`src/rtl/rsp_pkg.sv`:
```
// Shared types for the response packetizer: entry kind, FSM states, queue entry layout.
package rsp_pkg;

  localparam int RSP_DATA_W = 8;

  typedef enum logic {
    RSP_RD  = 1'b0,
    RSP_ALU = 1'b1
  } rsp_kind_e;

  typedef enum logic [1:0] {
    ST_IDLE     = 2'd0,
    ST_SEND_LO  = 2'd1,
    ST_SEND_HI  = 2'd2
`ifdef RSP_PACKETIZER_CHECKSUM_EN
    ,
    ST_SEND_CHK = 2'd3
`endif
  } rsp_state_e;

  // Queue entries are stored flat as {kind, payload}; this is that layout at the default width.
  typedef struct packed {
    rsp_kind_e                 kind;
    logic [2*RSP_DATA_W-1:0]   payload;
  } rsp_entry_t;

endpackage

```
`src/rtl/rsp_queue.sv`:
```
// Synchronous response queue, 2 pushes / 1 pop per cycle; pushed entries visible next cycle.
// Callers gate pushes with full/free_cnt; free space is judged before any same-cycle pop.
module rsp_queue #(
  parameter int W     = 17,
  parameter int DEPTH = 2,
  localparam int AW   = $clog2(DEPTH)
) (
  input  logic          clk,
  input  logic          rst,
  input  logic          push0_vld,
  input  logic [W-1:0]  push0_dat,
  input  logic          push1_vld,
  input  logic [W-1:0]  push1_dat,
  input  logic          pop,
  output logic [W-1:0]  head_dat,
  output logic          empty,
  output logic          full,
  output logic [AW:0]   free_cnt
);

  logic [W-1:0]  mem [DEPTH];
  logic [AW:0]   wr_ptr;
  logic [AW:0]   rd_ptr;
  logic [AW:0]   used;
  logic [AW-1:0] wr_idx0;
  logic [AW-1:0] wr_idx1;

  assign used     = wr_ptr - rd_ptr;
  assign empty    = (used == '0);
  // DEPTH is a power of two, so the top bit of the occupancy is set only when full.
  assign full     = used[AW];
  assign free_cnt = (AW+1)'(DEPTH) - used;
  assign head_dat = mem[rd_ptr[AW-1:0]];
  assign wr_idx0  = wr_ptr[AW-1:0];
  assign wr_idx1  = wr_idx0 + 1'b1;

  always_ff @(posedge clk) begin
    if (push0_vld) mem[wr_idx0] <= push0_dat;
    if (push1_vld) mem[wr_idx1] <= push1_dat;
  end

  always_ff @(posedge clk) begin
    if (rst) begin
      wr_ptr <= '0;
      rd_ptr <= '0;
    end else begin
      wr_ptr <= wr_ptr + (AW+1)'(push0_vld) + (AW+1)'(push1_vld);
      if (pop && !empty) rd_ptr <= rd_ptr + 1'b1;
    end
  end

endmodule

```
`src/rtl/rsp_packetizer.sv`:
```
// Serializes ALU results (2 bytes) and register reads (1 byte) into TX FIFO writes; first write 2 cycles after the valid pulse.
// Stalls holding data while i_FIFO_FULL; RSP_PACKETIZER_CHECKSUM_EN appends an XOR checksum byte per response.
module rsp_packetizer
  import rsp_pkg::*;
#(
  parameter int DATA_WIDTH  = 8,
  parameter int QUEUE_DEPTH = 2
) (
  input  logic                    i_CLK,
  input  logic                    i_RST,
  input  logic [2*DATA_WIDTH-1:0] i_ALU_OUT,
  input  logic                    i_OUT_Valid,
  input  logic [DATA_WIDTH-1:0]   i_RdData,
  input  logic                    i_RdData_Valid,
  input  logic                    i_FIFO_FULL,
  output logic [DATA_WIDTH-1:0]   o_FIFO_DATA,
  output logic                    o_WR_INC,
  output logic                    o_busy,
  output logic                    o_overflow
);

  localparam int PW = 2 * DATA_WIDTH;
  localparam int EW = PW + 1;
  localparam int AW = $clog2(QUEUE_DEPTH);

`ifdef RSP_PACKETIZER_CHECKSUM_EN
  localparam rsp_state_e AFTER_LAST = ST_SEND_CHK;
`else
  localparam rsp_state_e AFTER_LAST = ST_IDLE;
`endif

  logic [EW-1:0] alu_entry;
  logic [EW-1:0] rd_entry;
  logic [EW-1:0] push0_dat;
  logic          push0_vld;
  logic          push1_vld;
  logic          any_vld;
  logic          both_vld;
  logic          drop;
  logic [EW-1:0] head_dat;
  logic          q_empty;
  logic          q_full;
  logic [AW:0]   q_free;
  logic          pop;

  rsp_state_e    state_q;
  rsp_state_e    state_d;
  logic [EW-1:0] hold_q;
  logic          hold_is_alu;
  logic [DATA_WIDTH-1:0] hold_lo;
  logic [DATA_WIDTH-1:0] hold_hi;
  logic          overflow_q;

  assign alu_entry = {RSP_ALU, i_ALU_OUT};
  assign rd_entry  = {RSP_RD, {DATA_WIDTH{1'b0}}, i_RdData};
  assign any_vld   = i_OUT_Valid | i_RdData_Valid;
  assign both_vld  = i_OUT_Valid & i_RdData_Valid;

  // The ALU entry always takes the first slot, so on a simultaneous pair it is the RD entry that gets dropped.
  assign push0_dat = i_OUT_Valid ? alu_entry : rd_entry;
  assign push0_vld = any_vld && !q_full;
  assign push1_vld = both_vld && (q_free >= (AW+1)'(2));
  assign drop      = (any_vld && q_full) || (both_vld && !push1_vld);

  rsp_queue #(
    .W     (EW),
    .DEPTH (QUEUE_DEPTH)
  ) u_queue (
    .clk       (i_CLK),
    .rst       (i_RST),
    .push0_vld (push0_vld),
    .push0_dat (push0_dat),
    .push1_vld (push1_vld),
    .push1_dat (rd_entry),
    .pop       (pop),
    .head_dat  (head_dat),
    .empty     (q_empty),
    .full      (q_full),
    .free_cnt  (q_free)
  );

  assign hold_is_alu = (rsp_kind_e'(hold_q[PW]) == RSP_ALU);
  assign hold_lo     = hold_q[DATA_WIDTH-1:0];
  assign hold_hi     = hold_q[PW-1:DATA_WIDTH];

  always_ff @(posedge i_CLK) begin
    if (i_RST) begin
      state_q    <= ST_IDLE;
      hold_q     <= '0;
      overflow_q <= 1'b0;
    end else begin
      state_q    <= state_d;
      overflow_q <= drop;
      if (pop) hold_q <= head_dat;
    end
  end

  always_comb begin
    state_d     = state_q;
    pop         = 1'b0;
    o_WR_INC    = 1'b0;
    o_FIFO_DATA = '0;
    case (state_q)
      ST_IDLE: begin
        if (!q_empty) begin
          pop     = 1'b1;
          state_d = ST_SEND_LO;
        end
      end
      ST_SEND_LO: begin
        o_FIFO_DATA = hold_lo;
        o_WR_INC    = !i_FIFO_FULL;
        if (!i_FIFO_FULL) state_d = hold_is_alu ? ST_SEND_HI : AFTER_LAST;
      end
      ST_SEND_HI: begin
        o_FIFO_DATA = hold_hi;
        o_WR_INC    = !i_FIFO_FULL;
        if (!i_FIFO_FULL) state_d = AFTER_LAST;
      end
`ifdef RSP_PACKETIZER_CHECKSUM_EN
      // RD payloads are zero-extended, so lo^hi is the checksum for both kinds.
      ST_SEND_CHK: begin
        o_FIFO_DATA = hold_lo ^ hold_hi;
        o_WR_INC    = !i_FIFO_FULL;
        if (!i_FIFO_FULL) state_d = ST_IDLE;
      end
`endif
      default: state_d = ST_IDLE;
    endcase
  end

  assign o_busy     = !q_empty || (state_q != ST_IDLE);
  assign o_overflow = overflow_q;

endmodule

```
`config.mk`:
```
export PLATFORM = sky130hd
export DESIGN_NAME = rsp_packetizer
export DESIGN_NICKNAME = d
export VERILOG_FILES = /design/src/rtl/rsp_pkg.sv /design/src/rtl/rsp_queue.sv /design/src/rtl/rsp_packetizer.sv
export SDC_FILE = /design/constraint.sdc
export NUM_CORES = 1
export LEC_CHECK = 0
export ABC_AREA = 1
export CORE_MARGIN = 8
export CORE_UTILIZATION = 39
export CTS_BUF_LIST = sky130_fd_sc_hd__clkbuf_4
export CTS_CLUSTER_SIZE = 16
export DETAILED_ROUTE_END_ITERATION = 8
export HOLD_SLACK_MARGIN = 0.06
export PLACE_DENSITY = 0.58
export SYNTH_ARGS = -nofsm -noshare
export SYNTH_HDL_FRONTEND = slang
export SYNTH_SLANG_ARGS = --single-unit
```
`constraint.sdc`:
```
create_clock -name i_CLK -period 5.5 [get_ports i_CLK]
set_input_delay 1.1 -clock i_CLK [delete_from_list [all_inputs] [get_ports i_CLK]]
set_output_delay 1.1 -clock i_CLK [all_outputs]
set_load 0.1 [all_outputs]
```
# Word level (Yosys, flattened, before mapping)
# Memories as Yosys holds them, arrays and structs flattened. A register that Yosys moved wholly into a read port is not among the register bits.
# Index checks and enable logic that the tools add are counted.
[op_classes]
addsub = 6
order_cmp = 1
eq_ne = 5
n_mux = 14
bitwise = 2
n_reduce_logical = 16
[ops]
columns = ["cell", "n"]
rows = [
  ["$mux 17", 1],
  ["$pmux 8 s2", 1],
  ["$mux 2", 4],
  ["$mux 1", 7],
  ["$ne 2x2->1 const B", 3],
  ["$pmux 2 s3", 1],
  ["$logic_and 1x1->1", 5],
  ["$add 2x1->2", 2],
  ["$logic_not 1->1", 4],
  ["$logic_not 2->1", 2],
  ["$reduce_and 3->1", 1],
  ["$add 2x1->2 const B", 1],
  ["$eq 2x1->1 const B", 1],
  ["$eq 2x2->1 const B", 1],
  ["$ge 2x2->1 const B", 1],
  ["$logic_or 1x1->1", 2],
  ["$reduce_bool 2->1", 1],
  ["$reduce_or 2->1", 1],
  ["$sub 2x2->2", 1],
  ["$sub 2x2->2 const A", 1],
  ["$add 1x1->1 const B", 1],
  ["$and 1x1->1", 1],
  ["$or 1x1->1", 1],
]
[totals]
register_bits = 7
mem_bits_rw = 34
input_bits = 29
out_inout_bits = 11
n_memories = 1
[mem_list]
columns = ["name", "depth", "word_bits", "read_ports", "rd_ports_with_merged_regs", "write_ports", "line", "text"]
rows = [
  ["u_queue.mem", 2, 17, 1, 1, 2, "rsp_queue.sv:21", "logic [W-1:0] mem [DEPTH];"],
]

# Depth between registers and ports, before layout
# Gate-level depths: netlist of the first run.
[logic_depth]
word_depth = 7
mapped_depth = 16
mapped_depth_nobuf = 13

# By module
# A second synthesis of the first run with hierarchy kept.
[hier_totals]
hier_cells = 368
area_unflattened_um2 = 3098.0
[by_module_without_submodules]
columns = ["mod", "n_inst", "cells_per_inst", "area_each_um2", "seq_area_each_um2"]
rows = [
  ["rsp_queue", 1, 191, 2004.4, 1121.1],
  ["rsp_packetizer", 1, 177, 1093.5, 400.4],
]

# Worst setup path after synthesis of the first run
# OpenSTA, ideal clock, no wires.
[synth_path]
path_type = "register to output"
startpoint = "register u_queue.wr_ptr[0]"
endpoint = "output o_busy"
t_arrival_ns = 2.363
required_ns = 4.400
path_slack_ns = 2.037
path_stages_with_launch = 12
path_cell_list = "dfxtp_1 > inv_1 > clkbuf_1 > ha_1 > inv_1 > nand2_1 > nand2_1 > nand2_2 > nand2_4 > buf_2 > ha_1 > nand2_1"
[synth_via]
elab_chain_cells = 4
[synth_lines]
columns = ["item", "line", "text"]
rows = [
  ["from (decl)", "rsp_queue.sv:22", "logic [AW:0] wr_ptr;"],
  ["from (signal assigned)", "rsp_queue.sv:47", "wr_ptr <= wr_ptr + (AW+1)'(push0_vld) + (AW+1)'(push1_vld);"],
  ["$sub 2x2->2", "rsp_queue.sv:28", "assign used = wr_ptr - rd_ptr;"],
  ["$logic_not 2->1", "rsp_queue.sv:29", "assign empty = (used == '0);"],
  ["$logic_not 1->1", "rsp_packetizer.sv:132", "assign o_busy = !q_empty || (state_q != ST_IDLE);"],
  ["$logic_or 1x1->1", "rsp_packetizer.sv:132", ""],
  ["to (decl)", "rsp_packetizer.sv:18", "output logic o_busy,"],
]
# No other way between the ends.

# Final worst setup path of the first run
# Same ends and word-level chain as after synthesis.

==> results of run 1 <==
## sequential cells by signal (all words and copies together), names as in the netlist
signal	count
u_queue.wr_ptr	2
o_overflow	1
state_q	2
u_queue.rd_ptr	2
u_queue.mem	34
hold_q	17
## cell usage in the layout (no fill, tap or decap), drive strengths merged
cell type / count
o21ai: 28
fa: 1
clkbuf: 9
inv: 56
o22ai: 16
ha: 8
buf: 3
clkinvlp: 1
edfxtp: 16
nand2: 115
nor2: 22
clkinv: 9
a21oi: 48
clkdlybuf4s50: 39
nor3: 1
dfxtp: 42
bufinv: 2
nand3: 4
nand4: 19
xnor2: 1
## power breakdown
part	switching [mW]	internal, mW	leakage (nW)
combinational	0.787	0.346	1.07
clock	0.159	0.179	0.0784
sequential	0.102	0.674	0.507
total	1.05	1.20	1.65
## metal layers
layer	track usage (%)	routed length, um	vias to the layer above
met2	18.7	2850	56
met3	3.97	433	7
met4	4.34	67	0
li1	-	-	1379
met1	19.7	3830	1116
met5	0	0	-
## critical path: cells and delay by family (launching register included)
family                     cells  cell delay [ns]
adders and majority gates      2             0.61
buffers and inverters          3             1.56
DFF                            1             0.65
and+or+nand+nor                4             0.45
## logic make-up (layout without fill, tap and decap cells)
kind of cell | after synthesis | in the layout | share of synthesized area (%)
AOI/OAI and AO/OA | 92 | 92 | 16.0
and+or+nand+nor | 161 | 161 | 24.0
xor gates and xnor gates | 1 | 1 | 0.292
DFF | 58 | 58 | 44.0
adders and majority gates | 9 | 9 | 4.00
buffers and inverters | 84 | 119 | 11.6
## area by class of cell
class,count,area [um^2],share of cell area [%]
inverters,61,229,6.41
clock inverters,7,83.8,2.35
well taps,102,128,3.57
flip-flops and latches,58,1320,37.0
multi-input cells,263,1330,37.2
repair buffers,42,413,11.6
clock buffers,9,67.6,1.89
## stage by stage
step / hold slack (ns) / cell area [um^2] / instances
6_report: 0.457 / 3570 / 542
5_1_grt: 0.464 / 3570 / 542
4_1_cts: 0.459 / 3570 / 542
3_5_place_dp: 0.449 / 3420 / 526
3_3_place_gp: 0.451 / 3420 / 526
2_1_floorplan: 0.435 / 3000 / 405
## path summary, 6_finish.rpt
path                  endpoint  slack [ns]  cells past startpoint
max                     o_busy        0.72                      9
min                 hold_q[12]        0.46                      2
max reg2reg  u_queue.mem[1][6]        1.34                     12
min reg2reg         hold_q[12]        0.46                      2
==> results.md, run 1 <==
- Status: complete, no violations
- Number of flops mapped to enable cells by yosys: 16
- Worst path required time: 4.40 ns
- Worst-path clk slew: 0.11 ns
- Unrepaired setup endpoints after global routing: no
- Synth warn: 0
- Vias post-DR: 2558
- Vias in the first global route: 2469
- Fin crit share: 87.0%
- CTS tree: done
- Ports: 40
- CTS root buffer: clkbuf_4
- Fillers: 785
- Synth cell types: 25
- Lkg Pwr: 1.65 nW
- Worst Hold Class: reg2reg
- CP startpoint kind: flip-flop
- Worst Slack Setup Final: 0.716 ns
- Max incr delay on CP: 1.14 ns
- DP HPWL: 5.19 mm
- Post-synthesis register bit count: 58
- Fin Clk Skew: 0.0197 ns
- Resize count post-CTS: 0
- Congestion Overflow GR: 0
- Antenna diodes: 0
- Setup Fix Bufs, Post-CTS: 0
- GPL Wtd Cong: 0.806
- Final wirelength: 7.17 mm
- Net count of the finished layout: 473
- Hold-fix buffers, CTS: 0
- Max stage delay cell, worst path: clkdlybuf4s50_1
- Layout area overhead: 19.1%
- GRT Total Usage: 13.6%
- DR pass1 iterations: 4
- Ys async rst share: 0%
- Seq/Total Area, Yosys: 44.0%
- Port bufs: 39
- Die H: 104 um
- Antenna-violating nets left: 0
- Post-Route Utilization: 47.0%
- Die area: 10800 um^2
- CTS max path bufs: 2
- Post-synthesis cell count: 405
- Biggest area consumer among synthesized cells: dfxtp_1
- H-tree Lvls: 3
- Pre-CTS setup slack: 1.18 ns
- Layout cells sized above 1: 6.14%
- Synth Flop Type: dfxtp_1
- # Max-Cap Violations: 0
- Tmin final: 4.78 ns
- Fin. Hold Viols: 0
- Cts bufs inserted: 9
- Max frequency: 209 MHz
- Post-Syn Nets: 443
- Die extent in x: 104 um
- Hold_sp: u_queue.mem[1][12]
- Largest cells by area after synthesis: dfxtp_1 (28%), edfxtp_1 (16%), nand2_1 (14%)
- Count of pins over their slew limit: 0
- Starting DRT DRC Count: 116
- Crit-path cells: inv_1 -> ha_1 -> inv_1 -> nand2_1 -> nand3_2 -> nand2_4 -> ha_1 -> nand2_1 -> clkdlybuf4s50_1
- Initial Utilization: 39.4%
- Post-Syn Area: 3000 um^2
- Final setup vio count: 0
- Relative slew slack: 34.5%
- Post-synth top cells: nand2_1 (109), inv_1 (55), a21oi_1 (48)
- Crit Path Class: reg2out
- Wire per inst: 13.2 um
- Initial antenna violation count: 0
- # DRC: 0
- Clock Sinks: 58
- Pwr/cell area: 629 nW/um^2
- Critical path peak fanout: 22
- FF-to-FF Start: u_queue.wr_ptr[0]
- Top-count cell post-synth: nand2_1
- Drt via density: 4.72
- Worst Setup End Kind: primary output
- Setup TNS: 0 ns
- Core Region: 7610 um^2
- Critical Path AT: 3.68 ns
- Top cell type's share of synthesized area: 28.0%
- CP startpoint: u_queue.wr_ptr[0]
- Worst-skew pair later-pin latency: 0.41 ns
- First-pass GRT wire length: 12.1 mm
- Pin count of the biggest net entering global routing: 27
- Worst Tran Pin Value: 0.980 ns
- Syn_area_per_cell: 7.41 um^2
- Total power: 2.25 mW
- Row count: 32
- Max VDD drop: 0.000262 V
(Power assumes the default switching activity.)
==> run 2, diff against run 1 <==
--- a/config.mk
+++ b/config.mk
@@ -13,6 +13,7 @@
 export DETAILED_ROUTE_END_ITERATION = 8
 export HOLD_SLACK_MARGIN = 0.06
 export PLACE_DENSITY = 0.58
+export RECOVER_POWER = 25
 export SYNTH_ARGS = -nofsm -noshare
 export SYNTH_HDL_FRONTEND = slang
 export SYNTH_SLANG_ARGS = --single-unit
==> run 2 against run 1 <==
Worst hold slack improved by 0.0020 ns. Power is 0.61% lower. Critical path depth unchanged. First-iteration DRC count down 1.7%. Largest cell class is now flip-flops and latches.
==> results.md, run 2 (synthesis gave the netlist of run 1 again) <==
- Worst path required time: 4.40 ns (about the same)
- Tmin final: 4.80 ns (was 4.78 ns)
- Worst Tran Pin Value: 1.09 ns (was 0.980 ns)
- Count of pins over their slew limit: 0 (unchanged)
- CTS root buffer: clkbuf_4 (unchanged)
- # Max-Cap Violations: 0 (unchanged)
- H-tree Lvls: 3 (unchanged)
- Worst-skew pair later-pin latency: 0.41 ns (about the same)
- Final hold slack: 0.459 ns (was 0.457 ns)
- Fin. Hold Viols: 0 (unchanged)
- Setup Fix Bufs, Post-CTS: 0 (unchanged)
- Max VDD drop: 0.000254 V (was 0.000262 V)
- Worst-path clk slew: 0.11 ns (about the same)
- GRT Total Usage: 13.6% (unchanged)
- Row count: 32 (unchanged)
- Worst Setup End Kind: primary output (unchanged)
- Lkg Pwr: 1.65 nW (about the same)
- # DRC: 0 (unchanged)
- Worst Hold Class: reg2reg (unchanged)
- GPL Wtd Cong: 0.806 (unchanged)
- Unrepaired setup endpoints after global routing: no (unchanged)
- Resize count post-CTS: 0 (unchanged)
- Status: complete, no violations (unchanged)
- DR pass1 iterations: 4 (unchanged)
- Pin count of the biggest net entering global routing: 27 (unchanged)
- Congestion Overflow GR: 0 (unchanged)
- Net count of the finished layout: 473 (unchanged)
- Clock Sinks: 58 (unchanged)
- Largest regs: u_queue.mem x34, hold_q x17 (unchanged)
- Die extent in x: 104 um (unchanged)
- CTS max path bufs: 2 (unchanged)
- Relative slew slack: 27.2% (was 34.5%)
- Layout area overhead: 18.5% (was 19.1%)
- Placed instance count: 526 (unchanged)
- Port bufs: 39 (unchanged)
- Vias in the first global route: 2469 (unchanged)
- Pwr/cell area: 628 nW/um^2 (was 629 nW/um^2)
- CTS tree: done (unchanged)
- Post-Route Utilization: 46.7% (was 47.0%)
- CP startpoint kind: flip-flop (unchanged)
- Die area: 10800 um^2 (unchanged)
- First-pass GRT wire length: 12.1 mm (unchanged)
- Crit Path Class: reg2out (unchanged)
- Final setup vio count: 0 (unchanged)
- Initial antenna violation count: 0 (unchanged)
- DP HPWL: 5.19 mm (unchanged)
- Hold-fix buffers, CTS: 0 (unchanged)
- Most frequent cells in the layout: nand2_1 (111), inv_1 (55), a21oi_1 (48) (was nand2_1 (109), inv_1 (55), a21oi_1 (48))
- Max frequency: 208 MHz (was 209 MHz)
- Fin Clk Skew: 0.0206 ns (was 0.0197 ns)
- Layout cells sized above 1: 5.23% (was 6.14%)
- Starting DRT DRC Count: 114 (was 116)
- Max reg flops: 34 (unchanged)
- Fin crit share: 87.3% (was 87.0%)
- Initial Utilization: 39.4% (unchanged)
- Flop2flop setup slack: 1.32 ns (was 1.34 ns)
- Final wirelength: 7.19 mm (was 7.17 mm)
- Die H: 104 um (unchanged)
- Drt via density: 4.75 (was 4.72)
- Top reg by flops: u_queue.mem (unchanged)
- Setup TNS: 0 ns (unchanged)
- Commonest non-fill, non-tap cell in the layout: nand2_1 (unchanged)
- Wire per inst: 13.3 um (was 13.2 um)
- Final Non-Filler Cells: 542 (unchanged)
- Core Region: 7610 um^2 (unchanged)
- Vias post-DR: 2574 (was 2558)
- Antenna-violating nets left: 0 (unchanged)
- Critical Path AT: 3.70 ns (was 3.68 ns)
- Ports: 40 (unchanged)
- Cts bufs inserted: 9 (unchanged)
- Critical path peak fanout: 22 (unchanged)
- Antenna diodes: 0 (unchanged)
-- run 2: path summary, 6_finish.rpt --
kind / start / end / cells after the start
worst max-delay path: u_queue.wr_ptr[0] / o_busy / 9
worst min-delay path: u_queue.mem[1][12] / hold_q[12] / 2
worst max register to register: u_queue.wr_ptr[0] / u_queue.mem[1][6] / 12
worst min register to register: u_queue.mem[1][12] / hold_q[12] / 2
-- run 2: layout make-up --
class	count	area, um^2
fillers	786	4050
flip-flops and latches	58	1320
multi-input cells	263	1320
repair buffers	42	409
inverters	61	229
well taps	102	128
clock inverters	7	83.8
clock buffers	9	67.6
-- run 2: worst max-delay path: stages (launching register included) --
cell	delay, ns
dfxtp_1	0.65
inv_1	0.36
ha_1	0.30
nand2_1	0.10
nand2_1	0.06
nand2_1	0.09
nand2_4	0.17
ha_1	0.28
nand2_1	0.12
clkdlybuf4s50_1	1.14
-- run 2: routing by layer --
metal,wire [um],GRT usage [%],vias to the layer above,part of all wire (%)
met5,0,0,-,0
met4,80,4.34,0,1.1
met3,355,3.97,12,4.9
met2,2830,18.7,62,39
met1,3920,19.7,1123,55
li1,-,-,1377,-
-- run 2: metrics by stage --
step,power [mW],instance area (um^2),worst slack [ns]
global placement,1.90,3420,1.26
detailed placement,1.92,3420,1.18
global route,2.42,3560,0.482
floorplan,1.68,3000,2.04
CTS,2.27,3570,0.714
finish,2.23,3560,0.700
-- run 2: where the power goes --
group / leakage [nW] / total, mW / switching, mW / internal (mW)
clock network: 0.0784 / 0.339 / 0.160 / 0.179
registers: 0.507 / 0.777 / 0.103 / 0.674
logic: 1.06 / 1.12 / 0.781 / 0.337
total: 1.65 / 2.23 / 1.04 / 1.19
